--- config.mk ---
export PLATFORM = sky130hd
export DESIGN_NAME = aes_round_ctrl
export DESIGN_NICKNAME = d
export VERILOG_FILES = /design/src/rtl/aes_pkg.sv /design/src/rtl/aes_enb_decode.sv /design/src/rtl/aes_round_ctrl.sv
export SDC_FILE = /design/constraint.sdc
export NUM_CORES = 1
export LEC_CHECK = 0
export CORE_UTILIZATION = 35
export DETAILED_ROUTE_END_ITERATION = 10
export PLACE_DENSITY = 0.65
export SLEW_MARGIN = 20
export SYNTH_ARGS = -nofsm -noshare
export SYNTH_HDL_FRONTEND = slang
export SYNTH_HIERARCHICAL = 1
export SYNTH_SLANG_ARGS = --single-unit
export TNS_END_PERCENT = 30
--- constraint.sdc ---
create_clock -name clk -period 2.5 [get_ports clk]
set_clock_uncertainty 0.15 [all_clocks]
set_input_delay 0.5 -clock clk [delete_from_list [all_inputs] [get_ports clk]]
set_output_delay 0.5 -clock clk [all_outputs]
set_load 0.05 [all_outputs]
--- src/rtl/aes_pkg.sv ---
// Shared AES sequencing definitions: round numbering, the last-round helper
// and the per-stage enable bundle consumed by the iterative cipher core.
package aes_pkg;

  localparam int AES_NUM_ROUNDS = 10;
  localparam int RND_W          = 4;

  localparam logic [RND_W-1:0] RND_IDLE  = 4'h0;
  localparam logic [RND_W-1:0] RND_FIRST = 4'h1;

  typedef struct packed {
    logic sb;
    logic sr;
    logic mc;
    logic ar;
    logic ks;
  } aes_enb_t;

  // Round 1 is the initial key add, so the final round sits one past NUM_ROUNDS.
  function automatic logic [RND_W-1:0] rnd_last(input int numRounds);
    return RND_W'(numRounds + 1);
  endfunction

endpackage

--- src/rtl/aes_enb_decode.sv ---
// Combinational round-number to stage-enable decode for the forward AES schedule.
module aes_enb_decode
  import aes_pkg::*;
#(
  parameter int NUM_ROUNDS = AES_NUM_ROUNDS
) (
  input  logic [RND_W-1:0] rndNo,
  output aes_enb_t         enb
);

  localparam logic [RND_W-1:0] RND_FULL_LAST = RND_W'(NUM_ROUNDS);
  localparam logic [RND_W-1:0] RND_LAST      = rnd_last(NUM_ROUNDS);

  always_comb begin
    enb = '0;
    if (rndNo == RND_FIRST) begin
      enb.ar = 1'b1;
    end else if ((rndNo > RND_FIRST) && (rndNo <= RND_FULL_LAST)) begin
      enb = '1;
    end else if (rndNo == RND_LAST) begin
      // Final round skips MixColumns.
      enb.sb = 1'b1;
      enb.sr = 1'b1;
      enb.ar = 1'b1;
      enb.ks = 1'b1;
    end
  end

endmodule

--- src/rtl/aes_round_ctrl.sv ---
// Round sequencer for the iterative AES-128 encryption core: request handshake,
// round counter (which is also the state), stage enables, done pulse and block count.
module aes_round_ctrl
  import aes_pkg::*;
#(
  parameter int NUM_ROUNDS = AES_NUM_ROUNDS,
  parameter int CNT_W      = 16
) (
  input  logic             clk,
  input  logic             rst,
  input  logic             start,
  input  logic             abort,
  output logic             ready,
  output logic             busy,
  output logic             accept,
  output logic [RND_W-1:0] rndNo,
  output logic             enbSB,
  output logic             enbSR,
  output logic             enbMC,
  output logic             enbAR,
  output logic             enbKS,
  output logic             done,
  output logic [CNT_W-1:0] blk_cnt
);

  localparam logic [RND_W-1:0] RND_LAST = rnd_last(NUM_ROUNDS);

  if (NUM_ROUNDS + 1 > 15) begin : g_bad_rounds
    $error("aes_round_ctrl: NUM_ROUNDS+1 must not exceed 15");
  end

  aes_enb_t         enb;
  logic [RND_W-1:0] rndNext;
  logic [CNT_W-1:0] cntNext;
  logic             isIdle;
  logic             isLast;

  assign isIdle = (rndNo == RND_IDLE);
  assign isLast = (rndNo == RND_LAST);

  // rndNo is the FSM state: 0 = IDLE, 1..RND_LAST = ROUND.
  always_ff @(posedge clk) begin
    if (rst) begin
      rndNo   <= RND_IDLE;
      blk_cnt <= '0;
    end else begin
      rndNo   <= rndNext;
      blk_cnt <= cntNext;
    end
  end

  always_comb begin
    rndNext = rndNo;
    cntNext = blk_cnt;
    if (accept) begin
      rndNext = RND_FIRST;
    end else if (abort || isIdle || isLast) begin
      rndNext = RND_IDLE;
    end else begin
      rndNext = rndNo + RND_FIRST;
    end
    if (isLast && !abort) begin
      cntNext = blk_cnt + CNT_W'(1);
    end
  end

  // Handshake: start is the request valid, ready the grant; a block transfers on
  // the cycle both are high and abort/rst are low. The requester holds start and
  // its data until that cycle. A final round may accept, giving back-to-back blocks.
  always_comb begin
    ready  = ~rst & (isIdle | isLast);
    accept = start & ready & ~abort & ~rst;
    done   = isLast & ~rst;
    busy   = ~isIdle;
  end

  aes_enb_decode #(
    .NUM_ROUNDS(NUM_ROUNDS)
  ) u_enb_decode (
    .rndNo(rndNo),
    .enb  (enb)
  );

  assign enbSB = enb.sb;
  assign enbSR = enb.sr;
  assign enbMC = enb.mc;
  assign enbAR = enb.ar;
  assign enbKS = enb.ks;

endmodule

---- Yosys cells after proc, flatten, opt, wreduce, memory -nomap -nowiden ----
Index checks and enable logic that the tools add are counted.
word-level totals
  logic and storage cells ................. 33
  register bits ........................... 20
  output and inout bits ................... 29
  input port bits ......................... 4
cells by class
  muxes and demuxes ....................... 8
  equality and inequality tests ........... 2
  $lt $le $gt $ge ......................... 2
  reduce and logical (&&, ||, !) cells .... 7
  add/sub/neg operators ................... 2
  bitwise operators ....................... 9
operators with widths
  kind                                                            count
  adder 16 x 1 -> 16 bit (second input constant)                  1
  AND 1 bit                                                       5
  2-to-1 mux 1 bit                                                5
  adder 4 x 1 -> 4 bit (second input constant)                    1
  equality test 4 x 1 -> 1 bit (second input constant)            1
  equality test 4 bit (second input constant)                     1
  greater-than comparator 4 x 1 -> 1 bit (second input constant)  1
  <= comparator 4 bit (second input constant)                     1
  logical NOT 4 bit                                               1
  2-to-1 mux 2 bit                                                2
  2-to-1 mux 3 bit                                                1
  NOT 1 bit                                                       3
  OR reduction 3 bit                                              1
  logical AND 1 bit                                               2
  logical OR 1 bit                                                2
  logical NOT 1 bit                                               1
  bitwise OR 1 bit                                                1

---- Longest topological paths before layout ----
  depth after elaboration ................. 7
  mapped depth ............................ 6
  depth with buffers taken out ............ 6

---- Hierarchy ----
The synthesis kept the hierarchy.
modules (own cells, without submodules)
  module          area an instance (um^2)  sequential area each (um^2)  instances  cells an instance
  aes_round_ctrl  925.9                    400.4                        1          110
  aes_enb_decode  48.8                     0.0                          1          8

---- Worst setup path before layout ----
No wires, ideal clock.
  path kind ............................... register to output
  from .................................... register rndNo[1]
  to ...................................... output port done
  setup slack ............................. -0.321 ns
  buffers on the path ..................... 0
  data required time ...................... 1.850 ns
  arrival time ............................ 2.171 ns
  cell stages (with the launch flop) ...... 4
  path through ............................ dfxtp_1 -> ha_1 -> nand2_1 -> nor3_1
on the way
  word-level cells in the longest chain between the ends .. 2
ends and longest elaborated chain
  item                    line                  RTL
  start, declared         aes_round_ctrl.sv:16  output logic [RND_W-1:0] rndNo,
  start signal, assigned  aes_round_ctrl.sv:47  rndNo <= rndNext;
  equality test 4 bit     aes_round_ctrl.sv:39  assign isLast = (rndNo == RND_LAST);
  AND 1 bit               aes_round_ctrl.sv:73  done = isLast & ~rst;
  end, declared           aes_round_ctrl.sv:22  output logic done,
Every way passes these cells.

---- Worst setup path after layout ----
  from .................................... register rndNo[3]
  to ...................................... output port rndNo[3]
No word-level cell between the ends.

==> results_dict.tcl <==
set metrics [dict create \
    synthAdderAreaFrac 0.0385 \
    clk_pin_slew_ns 0.12 \
    synth_mux_area_frac 0 \
    max_cap_violations 0 \
    cts_resized 0 \
    grtUsageTotal 0.174 \
    finalPower_uw 644 \
    place_hpwl_microns 1690 \
    die_area_sq_mm 0.00300 \
    grt_antenna_before_repair 0 \
    syn_area_sq_um 975 \
    post_cts_buffers 0 \
    syn_to_final_growth_pct 47.0 \
    final_nets 164 \
    ys_warn_count 6 \
    finalSetupTns_ns 0 \
    num_io_pins 33 \
    tightest_slew_ns 0.499 \
    yosysSeqAreaShare 0.411 \
    fin_crit_sh 0.944 \
    start_util 0.383 \
    worst_slack_ns 0.140 \
    cellPowerDensity_mw_per_mm2 450 \
    vias 954 \
    fp.dieW_microns 54.8 \
    crit_start "rndNo[3]" \
    synth_top_family_by_area "simple AND/OR/NAND/NOR gates" \
    finalWirelength_microns 2230 \
    crit_path_top_delay_cell "clkdlybuf4s50_1" \
    critPathBufInv 1 \
    drt-met1-wl_microns 1080 \
    mostFrequentLayoutCell "clkdlybuf4s50_1" \
    final-hold-violation-count 0 \
    top_layer_used "met4" \
    clock.fmax_mhz 424 \
    synth_xor_area_frac 0.117 \
    synth-seq-cells 20 \
    cp-endpoint "rndNo[3]" \
    cp_max_fo 11 \
    syn_nets 125 \
    n_antenna_cell 0 \
    htreeDepth 1 \
    dp_cells 182 \
    slew_headroom 0.666 \
    clock_sinks 20 \
    r2r-start "rndNo[1]" \
    grt_pass1_vias 865 \
    grt_max_degree 17 \
    cts-buffers-inserted 3 \
    firstDrtPassIters 4 \
    cp_top_family "buffers and inverters" \
    grt.overflow.total 0 \
    drt_first_iter_violations 16 \
    synth_cell_types 27 \
    post-route-min-period_ns 2.36 \
    crit_arrival_ns 1.71 \
    syn_avg_cell_area_sq_um 8.26 \
    cp-end-kind "primary output" \
    insertion_delay_ns 0.31 \
    stdcell_count 186 \
    drive_above_1_share 0.160 \
    vias_per_cell 5.13 \
    clockBufferDepth 2 \
    max_stage_delay_ns 0.87 \
    die_h_microns 54.8 \
    hold_slack_ns 0.358 \
    core-area_sq_mm 0.00254 \
    cts-root-buf "clkbuf_4" \
    outcome "finished, final reports clean" \
    rsz0062_at_grt "no" \
    synthCells 118 \
    finalWeightedCongestion 0.780 \
    hold_path.class "flip-flop to flip-flop" \
    final_cell_mix "23 x clkdlybuf4s50_1, 18 x nor2_1, 18 x dfxtp_1" \
    n_fill_cell 248 \
    synth-simple-area-share 0.306 \
    portBuffers 32 \
    r2r_slack_ns 0.41 \
    critical_path_class "flip-flop to primary output" \
    final-setup-viol-count 0 \
    routedWlPerCell_microns 12.0 \
    route.met2.wl_microns 1040 \
    dr_wl_met3_microns 74 \
    r2r_cells 5 \
    irDropWorstVdd_mv 0.409 \
    reg2reg_to "blk_cnt[15]" \
    num_rows 18 \
    synth_compound_area_frac 0.0886 \
    grt_pass1_wl_microns 3750 \
    cts.hold.buffers_added 0 \
    worst_setup_path_start_kind "flip-flop" \
    tritoncts "built" \
    dp_slack_ns 0.0414 \
    p_leak_uw 0.000524 \
    maxSlewViolCount 0 \
    ant_nets 0 \
    drc_errors 0 \
    crit_required_ns 1.85 \
    crit_chain "clkdlybuf4s50_1" \
    path_depth 1 \
]
final cells by class:
class,count,area [sq um],area share
multi-input combinational,90,541,0.377
timing repair buffer,39,388,0.271
clock buffer,3,22.5,0.0157
clock inverter,1,30.0,0.0210
sequential,20,403,0.281
tap,30,37.5,0.0262
inverter,3,11.3,0.00786
layer usage:
layer,global-route usage,vias up
met5,0,-
met4,0.0684,0
met3,0.0333,3
met2,0.281,25
met1,0.226,440
li1,-,486
how the worst min path moves through the flow:
stage / from / end / slack [ns] / cells past startpoint
floorplan: abort / rndNo[0] / 0.44 / 1
global placement: blk_cnt[15] / blk_cnt[15] / 0.32 / 2
detailed placement: blk_cnt[15] / blk_cnt[15] / 0.34 / 2
CTS: blk_cnt[15] / blk_cnt[15] / 0.36 / 2
global route: blk_cnt[15] / blk_cnt[15] / 0.38 / 2
finish: blk_cnt[15] / blk_cnt[15] / 0.36 / 2
report_power, final:
part,leakage (uW),internal [uW],switching [uW]
logic,0.000334,20.5,30.6
clock network,0.0000279,162,110
registers,0.000162,320,1.59
per-stage QoR:
stage | cell area, sq um | util
after global routing | 1430 | 0.563
final | 1430 | 0.563
after floorplan | 980 | -
after global placement | 1380 | 0.541
after detailed placement | 1380 | 0.541
after CTS | 1430 | 0.562
cell usage after synthesis:
master	number	area, sq um
clkbuf_1	1	3.75
xnor2_1	7	61.3
o21ai_0	3	15.0
a2111oi_0	1	8.76
nand4_1	7	43.8
nor3_1	4	20.0
or3_1	3	18.8
nor4_1	4	25.0
nand3_1	3	15.0
a21o_1	3	22.5
nand2b_1	1	6.26
ha_1	3	37.5
a21oi_1	8	40.0
nor4bb_1	1	10.0
or2_2	1	6.26
inv_1	3	11.3
buf_2	1	5.00
and3_1	1	6.26
nor2_1	18	67.6
dfxtp_1	20	400
nand2_1	13	48.8
or4_4	1	11.3
xor2_1	6	52.6
nand4bb_1	1	11.3
or4_1	1	7.51
buf_4	2	15.0
buf_1	1	3.75
flip-flops by register name, indices dropped and copies added (netlist names):
name     cells
blk_cnt     16
rndNo        4
cells by family (layout without fill, tap and decap cells):
| logic type | after synthesis | in the layout |
|---|---|---|
| DFF | 20 | 20 |
| xor gates and xnor gates | 13 | 13 |
| AOI/OAI and AO/OA | 15 | 15 |
| buffers and inverters | 8 | 46 |
| and+or+nand+nor | 59 | 59 |
| adders and majority gates | 3 | 3 |
Note: power is estimated with default switching activity, not from simulation.
